==> config.mk <==
export PLATFORM = sky130hd
export DESIGN_NAME = ppi_bus_sequencer_flat
export DESIGN_NICKNAME = d
export VERILOG_FILES = /design/src/rtl/ppi_pkg.sv /design/src/rtl/ppi_bus_sequencer_if.sv /design/src/rtl/ppi_cyc_timer.sv /design/src/rtl/ppi_bus_sequencer.sv /design/src/flat_wrapper.sv
export SDC_FILE = /design/constraint.sdc
export NUM_CORES = 1
export LEC_CHECK = 0
export CAP_MARGIN = 15
export CORE_ASPECT_RATIO = 0.9
export CORE_MARGIN = 1.5
export CORE_UTILIZATION = 39
export CTS_BUF_LIST = sky130_fd_sc_hd__clkbuf_4
export DETAILED_ROUTE_END_ITERATION = 12
export PLACE_DENSITY = 0.73
export REMOVE_ABC_BUFFERS = 1
export SLEW_MARGIN = 20
export SYNTH_ARGS = -nofsm -noshare
export SYNTH_HDL_FRONTEND = slang
export SYNTH_SLANG_ARGS = --single-unit
==> constraint.sdc <==
create_clock -name clk -period 2.2 [get_ports clk]
set_clock_uncertainty 0.05 [all_clocks]
set_input_delay 0.44 -clock clk [delete_from_list [all_inputs] [get_ports clk]]
set_output_delay 0.44 -clock clk [all_outputs]
set_load 0.005 [all_outputs]
==> src/rtl/ppi_pkg.sv <==
// Shared definitions for the 8255 bus sequencer slice.
// - ppi_state_e : sequencer FSM encoding
// - PPI_A_*     : 8255 A1:A0 register addresses
// - CW_*        : control-word field positions (mode-set flag, BSR bit select)
// - in_access() : true in the states that hold CS low
package ppi_pkg;

  typedef enum logic [2:0] {
    ST_INIT    = 3'd0,
    ST_IDLE    = 3'd1,
    ST_SETUP   = 3'd2,
    ST_STROBE  = 3'd3,
    ST_HOLD    = 3'd4,
    ST_RECOVER = 3'd5
  } ppi_state_e;

  localparam logic [1:0] PPI_A_PA = 2'b00;
  localparam logic [1:0] PPI_A_PB = 2'b01;
  localparam logic [1:0] PPI_A_PC = 2'b10;
  localparam logic [1:0] PPI_A_CW = 2'b11;

  // Control word: bit 7 set = mode-set word, clear = bit set/reset word
  // whose port C bit index sits in [3:1].
  localparam int CW_MODE_SET_BIT = 7;
  localparam int CW_BSR_SEL_MSB  = 3;
  localparam int CW_BSR_SEL_LSB  = 1;

  function automatic logic in_access(input ppi_state_e s);
    return (s == ST_SETUP) || (s == ST_STROBE) || (s == ST_HOLD);
  endfunction

endpackage

==> src/rtl/ppi_bus_sequencer_if.sv <==
// Request/response channel between a bus master and ppi_bus_sequencer.
// Handshake: a request transfers on a rising clock edge where req_valid and
// req_ready are both high; req_write/req_addr/req_wdata must be stable while
// req_valid is high and are don't-care afterwards (the sequencer latches them).
// rsp_valid is a one-cycle pulse with no back-pressure; rsp_rdata carries read
// data with it and otherwise holds its last value.
// - master modport : the requester
// - slave modport  : the sequencer
interface ppi_bus_sequencer_if;
  logic       req_valid;
  logic       req_ready;
  logic       req_write;
  logic [1:0] req_addr;
  logic [7:0] req_wdata;
  logic       rsp_valid;
  logic [7:0] rsp_rdata;

  modport master (
    output req_valid, req_write, req_addr, req_wdata,
    input  req_ready, rsp_valid, rsp_rdata
  );

  modport slave (
    input  req_valid, req_write, req_addr, req_wdata,
    output req_ready, rsp_valid, rsp_rdata
  );
endinterface

==> src/rtl/ppi_cyc_timer.sv <==
// Loadable 8-bit down-counter with a zero flag; paces every phase of the
// sequencer. Load wins over decrement; decrement stops at zero.
// - clk      : clock
// - load     : load load_val this edge
// - load_val : value to load
// - dec      : decrement this edge
// - cnt      : current count
// - zero     : cnt == 0
module ppi_cyc_timer (
  input  logic       clk,
  input  logic       load,
  input  logic [7:0] load_val,
  input  logic       dec,
  output logic [7:0] cnt,
  output logic       zero
);

  always_ff @(posedge clk) begin
    if (load) begin
      cnt <= load_val;
    end else if (dec && (cnt != 8'd0)) begin
      cnt <= cnt - 8'd1;
    end
  end

  assign zero = (cnt == 8'd0);

endmodule

==> src/rtl/ppi_bus_sequencer.sv <==
// Clocked bus master driving the CPU-side pins of an 8255 core with
// programmable setup/strobe/hold/recovery timing, plus the post-reset chip
// RESET pulse.
// - clk, RESET        : clock, synchronous active-high reset
// - bus (slave)       : request/response channel
// - ppi_reset         : 8255 RESET
// - ppi_cs_n/rd_n/wr_n: 8255 chip select and strobes (active low)
// - ppi_a             : 8255 A1:A0
// - ppi_d_out/d_oe    : data toward PORTD and its pad drive enable
// - ppi_d_in          : data sampled from PORTD
// - dbg_state/dbg_cnt : FSM state and phase counter
module ppi_bus_sequencer
  import ppi_pkg::*;
#(
  parameter int unsigned SETUP_CYC   = 2,
  parameter int unsigned STROBE_CYC  = 3,
  parameter int unsigned HOLD_CYC    = 1,
  parameter int unsigned RECOVER_CYC = 2,
  parameter int unsigned INIT_CYC    = 4
) (
  input  logic                 clk,
  input  logic                 RESET,
  ppi_bus_sequencer_if.slave   bus,
  output logic                 ppi_reset,
  output logic                 ppi_cs_n,
  output logic                 ppi_rd_n,
  output logic                 ppi_wr_n,
  output logic [1:0]           ppi_a,
  output logic [7:0]           ppi_d_out,
  output logic                 ppi_d_oe,
  input  logic [7:0]           ppi_d_in,
  output ppi_state_e           dbg_state,
  output logic [7:0]           dbg_cnt
);

  localparam logic [7:0] INIT_LD    = 8'(INIT_CYC - 1);
  localparam logic [7:0] SETUP_LD   = 8'(SETUP_CYC - 1);
  localparam logic [7:0] STROBE_LD  = 8'(STROBE_CYC - 1);
  localparam logic [7:0] HOLD_LD    = 8'(HOLD_CYC - 1);
  localparam logic [7:0] RECOVER_LD = 8'(RECOVER_CYC - 1);
  // Where an access ends: the first cycle after the strobe/hold phase is
  // already a recovery (or idle) cycle, carrying rsp_valid with CS high.
  localparam ppi_state_e END_STATE = (RECOVER_CYC != 0) ? ST_RECOVER : ST_IDLE;

  ppi_state_e state_q, state_d;
  logic       wr_q;
  logic       tmr_load, tmr_dec, tmr_zero;
  logic [7:0] tmr_val, cnt;

  logic       accept, next_wr, busy_d, capture;
  logic       ppi_reset_d, cs_n_d, rd_n_d, wr_n_d, d_oe_d, rsp_valid_d;
  logic       rsp_valid_q;
  logic [7:0] rsp_rdata_q;

  ppi_cyc_timer u_timer (
    .clk      (clk),
    .load     (tmr_load),
    .load_val (tmr_val),
    .dec      (tmr_dec),
    .cnt      (cnt),
    .zero     (tmr_zero)
  );

  // State register plus the registered pin/response outputs.
  always_ff @(posedge clk) begin
    state_q     <= state_d;
    ppi_reset   <= ppi_reset_d;
    ppi_cs_n    <= cs_n_d;
    ppi_rd_n    <= rd_n_d;
    ppi_wr_n    <= wr_n_d;
    ppi_d_oe    <= d_oe_d;
    rsp_valid_q <= rsp_valid_d;
    if (RESET) begin
      wr_q        <= 1'b0;
      ppi_a       <= 2'b00;
      ppi_d_out   <= 8'h00;
      rsp_rdata_q <= 8'h00;
    end else begin
      // A/D only move on acceptance, so they are frozen for the whole access.
      if (accept) begin
        wr_q      <= bus.req_write;
        ppi_a     <= bus.req_addr;
        ppi_d_out <= bus.req_wdata;
      end
      if (capture) begin
        rsp_rdata_q <= ppi_d_in;
      end
    end
  end

  // Next state and phase counter control.
  always_comb begin
    state_d  = state_q;
    tmr_load = 1'b0;
    tmr_val  = 8'h00;
    tmr_dec  = 1'b0;
    if (RESET) begin
      state_d  = ST_INIT;
      tmr_load = 1'b1;
      tmr_val  = INIT_LD;
    end else begin
      case (state_q)
        ST_INIT: begin
          if (tmr_zero) state_d = ST_IDLE;
          else          tmr_dec = 1'b1;
        end
        ST_IDLE: begin
          if (bus.req_valid) begin
            state_d  = ST_SETUP;
            tmr_load = 1'b1;
            tmr_val  = SETUP_LD;
          end
        end
        ST_SETUP: begin
          if (tmr_zero) begin
            state_d  = ST_STROBE;
            tmr_load = 1'b1;
            tmr_val  = STROBE_LD;
          end else begin
            tmr_dec = 1'b1;
          end
        end
        ST_STROBE: begin
          if (tmr_zero) begin
            tmr_load = 1'b1;
            if (HOLD_CYC != 0) begin
              state_d = ST_HOLD;
              tmr_val = HOLD_LD;
            end else begin
              state_d = END_STATE;
              tmr_val = RECOVER_LD;
            end
          end else begin
            tmr_dec = 1'b1;
          end
        end
        ST_HOLD: begin
          if (tmr_zero) begin
            state_d  = END_STATE;
            tmr_load = 1'b1;
            tmr_val  = RECOVER_LD;
          end else begin
            tmr_dec = 1'b1;
          end
        end
        ST_RECOVER: begin
          if (tmr_zero) state_d = ST_IDLE;
          else          tmr_dec = 1'b1;
        end
        default: begin
          state_d  = ST_INIT;
          tmr_load = 1'b1;
          tmr_val  = INIT_LD;
        end
      endcase
    end
  end

  // Pin values are decoded from the next state so they register in the same
  // edge as the state change; strobes therefore only ever fall inside a
  // CS-low window and can never overlap.
  always_comb begin
    accept      = (state_q == ST_IDLE) && bus.req_valid && !RESET;
    next_wr     = accept ? bus.req_write : wr_q;
    busy_d      = in_access(state_d);
    ppi_reset_d = (state_d == ST_INIT);
    cs_n_d      = !busy_d;
    rd_n_d      = !((state_d == ST_STROBE) && !next_wr);
    wr_n_d      = !((state_d == ST_STROBE) && next_wr);
    d_oe_d      = busy_d && next_wr;
    rsp_valid_d = ((state_q == ST_STROBE) || (state_q == ST_HOLD)) &&
                  !busy_d && !RESET;
    capture     = (state_q == ST_STROBE) && tmr_zero && !wr_q && !RESET;
  end

  assign bus.req_ready = (state_q == ST_IDLE) && !RESET;
  assign bus.rsp_valid = rsp_valid_q;
  assign bus.rsp_rdata = rsp_rdata_q;
  assign dbg_state     = state_q;
  assign dbg_cnt       = cnt;

endmodule

==> src/flat_wrapper.sv <==
// flat-port wrapper written by rule: the top's interface ports become plain ports
module ppi_bus_sequencer_flat import ppi_pkg::*;
#(
  parameter int unsigned SETUP_CYC   = 2,
  parameter int unsigned STROBE_CYC  = 3,
  parameter int unsigned HOLD_CYC    = 1,
  parameter int unsigned RECOVER_CYC = 2,
  parameter int unsigned INIT_CYC    = 4
)
  (clk, RESET, ppi_reset, ppi_cs_n, ppi_rd_n, ppi_wr_n, ppi_a, ppi_d_out, ppi_d_oe, ppi_d_in, dbg_state, dbg_cnt, bus_req_valid, bus_req_write, bus_req_addr, bus_req_wdata, bus_req_ready, bus_rsp_valid, bus_rsp_rdata);
  ppi_bus_sequencer_if bus_i ();
  input  logic clk;
  input  logic RESET;
  output logic ppi_reset;
  output logic ppi_cs_n;
  output logic ppi_rd_n;
  output logic ppi_wr_n;
  output logic [1:0] ppi_a;
  output logic [7:0] ppi_d_out;
  output logic ppi_d_oe;
  input  logic [7:0] ppi_d_in;
  output ppi_state_e dbg_state;
  output logic [7:0] dbg_cnt;
  input wire logic [$bits(bus_i.req_valid)-1:0] bus_req_valid;
  input wire logic [$bits(bus_i.req_write)-1:0] bus_req_write;
  input wire logic [$bits(bus_i.req_addr)-1:0] bus_req_addr;
  input wire logic [$bits(bus_i.req_wdata)-1:0] bus_req_wdata;
  output wire logic [$bits(bus_i.req_ready)-1:0] bus_req_ready;
  output wire logic [$bits(bus_i.rsp_valid)-1:0] bus_rsp_valid;
  output wire logic [$bits(bus_i.rsp_rdata)-1:0] bus_rsp_rdata;
  assign bus_i.req_valid = bus_req_valid;
  assign bus_i.req_write = bus_req_write;
  assign bus_i.req_addr = bus_req_addr;
  assign bus_i.req_wdata = bus_req_wdata;
  assign bus_req_ready = bus_i.req_ready;
  assign bus_rsp_valid = bus_i.rsp_valid;
  assign bus_rsp_rdata = bus_i.rsp_rdata;
  ppi_bus_sequencer #(.SETUP_CYC(SETUP_CYC), .STROBE_CYC(STROBE_CYC), .HOLD_CYC(HOLD_CYC), .RECOVER_CYC(RECOVER_CYC), .INIT_CYC(INIT_CYC)) u_core (.clk(clk), .RESET(RESET), .bus(bus_i), .ppi_reset(ppi_reset), .ppi_cs_n(ppi_cs_n), .ppi_rd_n(ppi_rd_n), .ppi_wr_n(ppi_wr_n), .ppi_a(ppi_a), .ppi_d_out(ppi_d_out), .ppi_d_oe(ppi_d_oe), .ppi_d_in(ppi_d_in), .dbg_state(dbg_state), .dbg_cnt(dbg_cnt));
endmodule
* Yosys cells after proc, flatten, opt, wreduce, memory -nomap -nowiden *
Index checks and enable logic that the tools add are counted.

storage, ports and cells
  flip-flop bits (word level) = 36
  input bits = 22
  output and inout bits = 36
  word-level logic and storage cells = 73

cells by class
  add/sub/neg operators = 1
  equality and inequality tests = 8
  mux-type cells = 22
  reductions and logical operators = 30

operators with widths
  kind                                                                 number
  8-bit one-hot mux with 4 select lines                                1
  8-bit two-way mux                                                    3
  3-bit two-way mux                                                    6
  3-bit one-hot mux with 5 select lines                                1
  3-bit by 2-bit == test with 1-bit output (second input constant)     4
  1-bit logical AND                                                    12
  3-bit == test (second input constant)                                3
  1-bit two-way mux                                                    9
  8-bit zero test                                                      1
  8-bit nonzero test                                                   1
  8-bit by 1-bit subtractor with 8-bit output (second input constant)  1
  1-bit zero test                                                      6
  3-bit zero test                                                      2
  3-bit OR reduction                                                   2
  5-bit OR reduction                                                   1
  3-bit by 1-bit == test with 1-bit output (second input constant)     1
  1-bit logical OR                                                     3
  1-bit one-hot mux with 3 select lines                                1
  2-bit two-way mux                                                    1
  2-bit nonzero test                                                   1
  2-bit OR reduction                                                   1

* Logic depth before layout (Yosys ltp) *
Gate-level depths: netlist (run 1).

  depth in word-level cells = 10
  gate-level depth with buffers = 7
  mapped depth without buffers = 6

* By module *
From an unflattened synthesis (run 1), not the netlist that was laid out.

second synthesis, totals
  cell total of the unflattened synthesis = 167
  area, all modules = 1,592.8 um^2

by module, submodules not included
  module             times used  cells each  area an instance (um^2)  seq. area each (um^2)
  ppi_bus_sequencer  1           114         1,093.5                  560.5
  ppi_cyc_timer      1           53          499.2                    240.2

* Worst setup path before layout (run 1) *
Ideal clock, no wire load.

  path kind = reg-to-reg
  start = register u_core.u_timer.cnt[0]
  end = register u_core.u_timer.cnt[0] (enable)
  library setup time = 328 ps
  arrival time = 1,630 ps
  required time = 1,822 ps
  setup slack = 192 ps
  cell stages (with the launch flop) = 7
  buffers on the path = 0
  clock period less this slack = 2,008 ps
  cell sequence = edfxtp_1 -> inv_1 -> ha_1 -> nor4b_4 -> nand2_1 -> o211ai_1 -> nand3_1

on the way
  longest elaborated chain between the ends = 6
  elaborated cells on any way between the ends = 10
  those cells by class = mux (6); reduce/logical (4)

RTL lines
  what                                     RTL line                 RTL
  start, declared                          ppi_cyc_timer.sv:14      output logic [7:0] cnt,
  start signal, assigned                   ppi_cyc_timer.sv:20      cnt <= load_val;
  start signal, assigned                   ppi_cyc_timer.sv:22      cnt <= cnt - 8'd1;
  8-bit zero test                          ppi_cyc_timer.sv:26      assign zero = (cnt == 8'd0);
  1-bit two-way mux (2 in series)          --
  1-bit two-way mux                        ppi_bus_sequencer.sv:97  if (RESET) begin
  1-bit logical AND                        ppi_cyc_timer.sv:21      end else if (dec && (cnt != 8'd0)) begin
  2-bit nonzero test (no source line) (*)  --

Every way passes the cells marked *; elsewhere a longest branch is shown, timed or not.
A chain may end at the register's enable or synchronous reset.

* Final worst setup path (run 1) *
  start = register u_core.u_timer.cnt[0]
  end = register u_core.u_timer.cnt[3] (enable)

The elaborated chain is that of the path after synthesis.

==> impl_metrics.yaml, run 1 <==
status:
  status: "finished, final reports clean"
cts:
  htreeDepth: 2
  cts_tree: "built"
  cts_sinks: 36
  postCtsHoldBufs: 0
  cts_buffer_depth: 2
  clock_latency_ns: 0.33
  numCtsBuffers: 5
  clk_pin_slew_ns: 0.11
  cts-root-buf: "clkbuf_4"
sta:
  period_needed_ns: 2.124
  setup_viol: 0
  slew-limit-headroom_pct: 43.72
  maxSlewViolCount: 0
  hold_viol_final: 0
  max_freq_mhz: 470.8
  fin_crit_sh_pct: 96.54
  worst_slew_pin_slew_ns: 0.8404
  fin_tns_setup_ns: 0
placement:
  dp_hpwl_mm: 2.842
  place_area_um2: 2190
  dp.cells: 252
  port_buffers: 57
  place_congestion: 0.8202
finish:
  antenna_cells: 0
  fin_area_um2: 2288
  layout_commonest_cell: "clkdlybuf4s50_1"
  nets: 240
  post-route-util_pct: 65.32
  syn_to_final_growth_pct: 55.53
  layout_common_cells: "clkdlybuf4s50_1 (57), dfxtp_1 (28), nor2_1 (20)"
  stdcell_count: 262
  fillers: 287
  drive_above_1_share_pct: 13.30
die:
  die_h_um: 61.27
  start_util_pct: 42.00
  ios: 58
  die_w_um: 67.75
  core_area_um2: 3503
  row_count: 20
  fp.dieArea_um2: 4151
synth:
  ys.flop_type: "dfxtp_1"
  ys_seq_area_share_pct: 54.42
  yosysWarnings: 0
  synth_cell_types: 35
  synth_edf_count: 8
  syn-cell-area_um2: 1471
  synthArstFlopShare_pct: 0
  syn_inst: 142
  synth_area_per_cell_um2: 10.36
  synth_seq_cells: 36
worst_setup_path:
  required_ns: 2.24
  path_class: "reg -> reg"
  slowest_delay_ns: 0.41
  worst-path-max-fanout: 8
  worst_setup_path_end_kind: "flip-flop"
  cp_cell_sequence: "inv_1, ha_2, nor4b_4, nand2_2, o211ai_1, nand3_1, buf_4"
  slowest_stage: "edfxtp_1"
  startpoint_type: "flip-flop"
  crit_arrival_ns: 2.16
global_routing:
  grt_max_degree: 13
  grt-ovfl-total: 0
  grt_usage_pct: 19.11
  antenna_found_initial: 0
  grt_pass1_wl_mm: 5.844
  grt_pass1_vias: 1308
power_and_ir_drop:
  irDropWorstVdd_v: 0.0005488
  p_total_mw: 1.917
  p_leak_nw: 0.9170
  pwr_density_cell_nw_per_um2: 837.8
drt:
  drt_wl_total_mm: 3.788
  route.vias.total: 1375
  ant_nets: 0
  dr.first_iter.drc_count: 91
  post_drt_wl_per_cell_um: 14.46
  via_per_inst: 5.248
  drcViolationCount: 0
  firstDrtPassIters: 4
run:
  max_cap_viol_count: 0
min_path:
  hold_path.class: "reg -> reg"
==> cell families (layout without fill, tap and decap cells) <==
| kind of cell | count (synthesis) | count (layout) | synth area share, % |
|---|---|---|---|
| adders and majority gates | 1 | 1 | 0.8502 |
| muxes | 10 | 10 | 6.803 |
| buffers and inverters | 13 | 89 | 3.401 |
| xor gates and xnor gates | 5 | 5 | 2.976 |
| DFF | 36 | 36 | 54.42 |
| AOI/OAI and AO/OA | 31 | 31 | 14.80 |
| and+or+nand+nor | 46 | 46 | 16.75 |
==> cell type report <==
cell class,count,area (um2),area share [%]
Inverter,6,22.52,0.9841
Sequential cell,36,800.8,34.99
Clock buffer,5,37.54,1.640
Tap cell,44,55.05,2.406
Clock inverter,3,41.29,1.804
Multi-Input combinational cell,93,625.6,27.34
Timing Repair Buffer,75,705.7,30.84
==> where the power goes <==
group / switching [mW] / internal (mW)
Clock: 0.214 / 0.238
Sequential: 0.0830 / 0.774
Combinational: 0.268 / 0.340
==> flip-flops by register name, summed over array words and instances (netlist names), 2 cells and up <==
signal                cells
u_core.ppi_d_out          8
u_core.dbg_state          3
u_core.bus.rsp_rdata      8
u_core.u_timer.cnt        8
u_core.ppi_a              2
==> what timing repair did <==
action	4_1_cts	5_1_grt
endpoints found under the setup margin	0	10
buffers inserted	0	2
endpoints found under the hold margin	0	0
gates resized for setup	0	3
==> critical path: cells and delay by family (launching register included) <==
kind,cells,cell delay [ns]
adders and majority gates,1,0.22
buffers and inverters,2,0.31
AOI/OAI and AO/OA,1,0.29
DFF,1,0.41
and+or+nand+nor,3,0.61
==> Yosys cell counts (2+ instances only) <==
cell type | count | area share (%)
a21oi_1 | 6 | 2.0
a21o_1 | 2 | 1.0
xnor2_1 | 5 | 3.0
nand3_1 | 3 | 1.0
nor3_1 | 5 | 1.7
clkbuf_1 | 5 | 1.3
inv_1 | 6 | 1.5
or4_1 | 3 | 1.5
edfxtp_1 | 8 | 16
a31oi_1 | 4 | 1.7
nor2_1 | 20 | 5.1
a22o_1 | 10 | 6.0
nand2b_1 | 2 | 0.85
dfxtp_1 | 28 | 38
nor2b_1 | 2 | 0.85
mux2i_1 | 10 | 6.8
nand2_1 | 4 | 1.0
o21ai_0 | 2 | 0.68
==> per-layer routing <==
metal / wire [um] / global-route usage [%] / share of wire (%)
met5: 0 / 0 / 0
met4: 69 / 8.163 / 1.8
met3: 233 / 4.388 / 6.2
met2: 1841 / 30.81 / 49
met1: 1644 / 24.86 / 43
==> worst paths after layout <==
path / endpoint / slack [ns] / depth (start not counted) / start
setup / recovery: u_core.u_timer.cnt[3]$_SDFFCE_PN0P_ / 0.08 / 7 / u_core.u_timer.cnt[0]$_DFFE_PP_
hold reg to reg: u_core.ppi_d_out[2]$_SDFFE_PP0P_ / 0.44 / 1 / u_core.ppi_d_out[2]$_SDFFE_PP0P_
hold / removal: u_core.ppi_d_out[2]$_SDFFE_PP0P_ / 0.44 / 1 / u_core.ppi_d_out[2]$_SDFFE_PP0P_
setup reg to reg: u_core.u_timer.cnt[3]$_SDFFCE_PN0P_ / 0.08 / 7 / u_core.u_timer.cnt[0]$_DFFE_PP_
==> metrics by stage <==
| step | hold WS [ns] | setup WS [ns] |
|---|---|---|
| floorplan | 0.4163 | -0.05503 |
| global placement | 0.4099 | 0.04925 |
| detailed placement | 0.4118 | -0.06337 |
| CTS | 0.4423 | 0.03364 |
| global route | 0.4654 | -0.04841 |
| finish | 0.4415 | 0.07610 |
Note: power is estimated with default switching activity, not from simulation.
==> inputs of run 2 (changes only) <==
- SKIP_LAST_GASP: unset -> 1
==> results of run 2 <==
No change in the layout: final DEF, timing and power equal those of run 1.
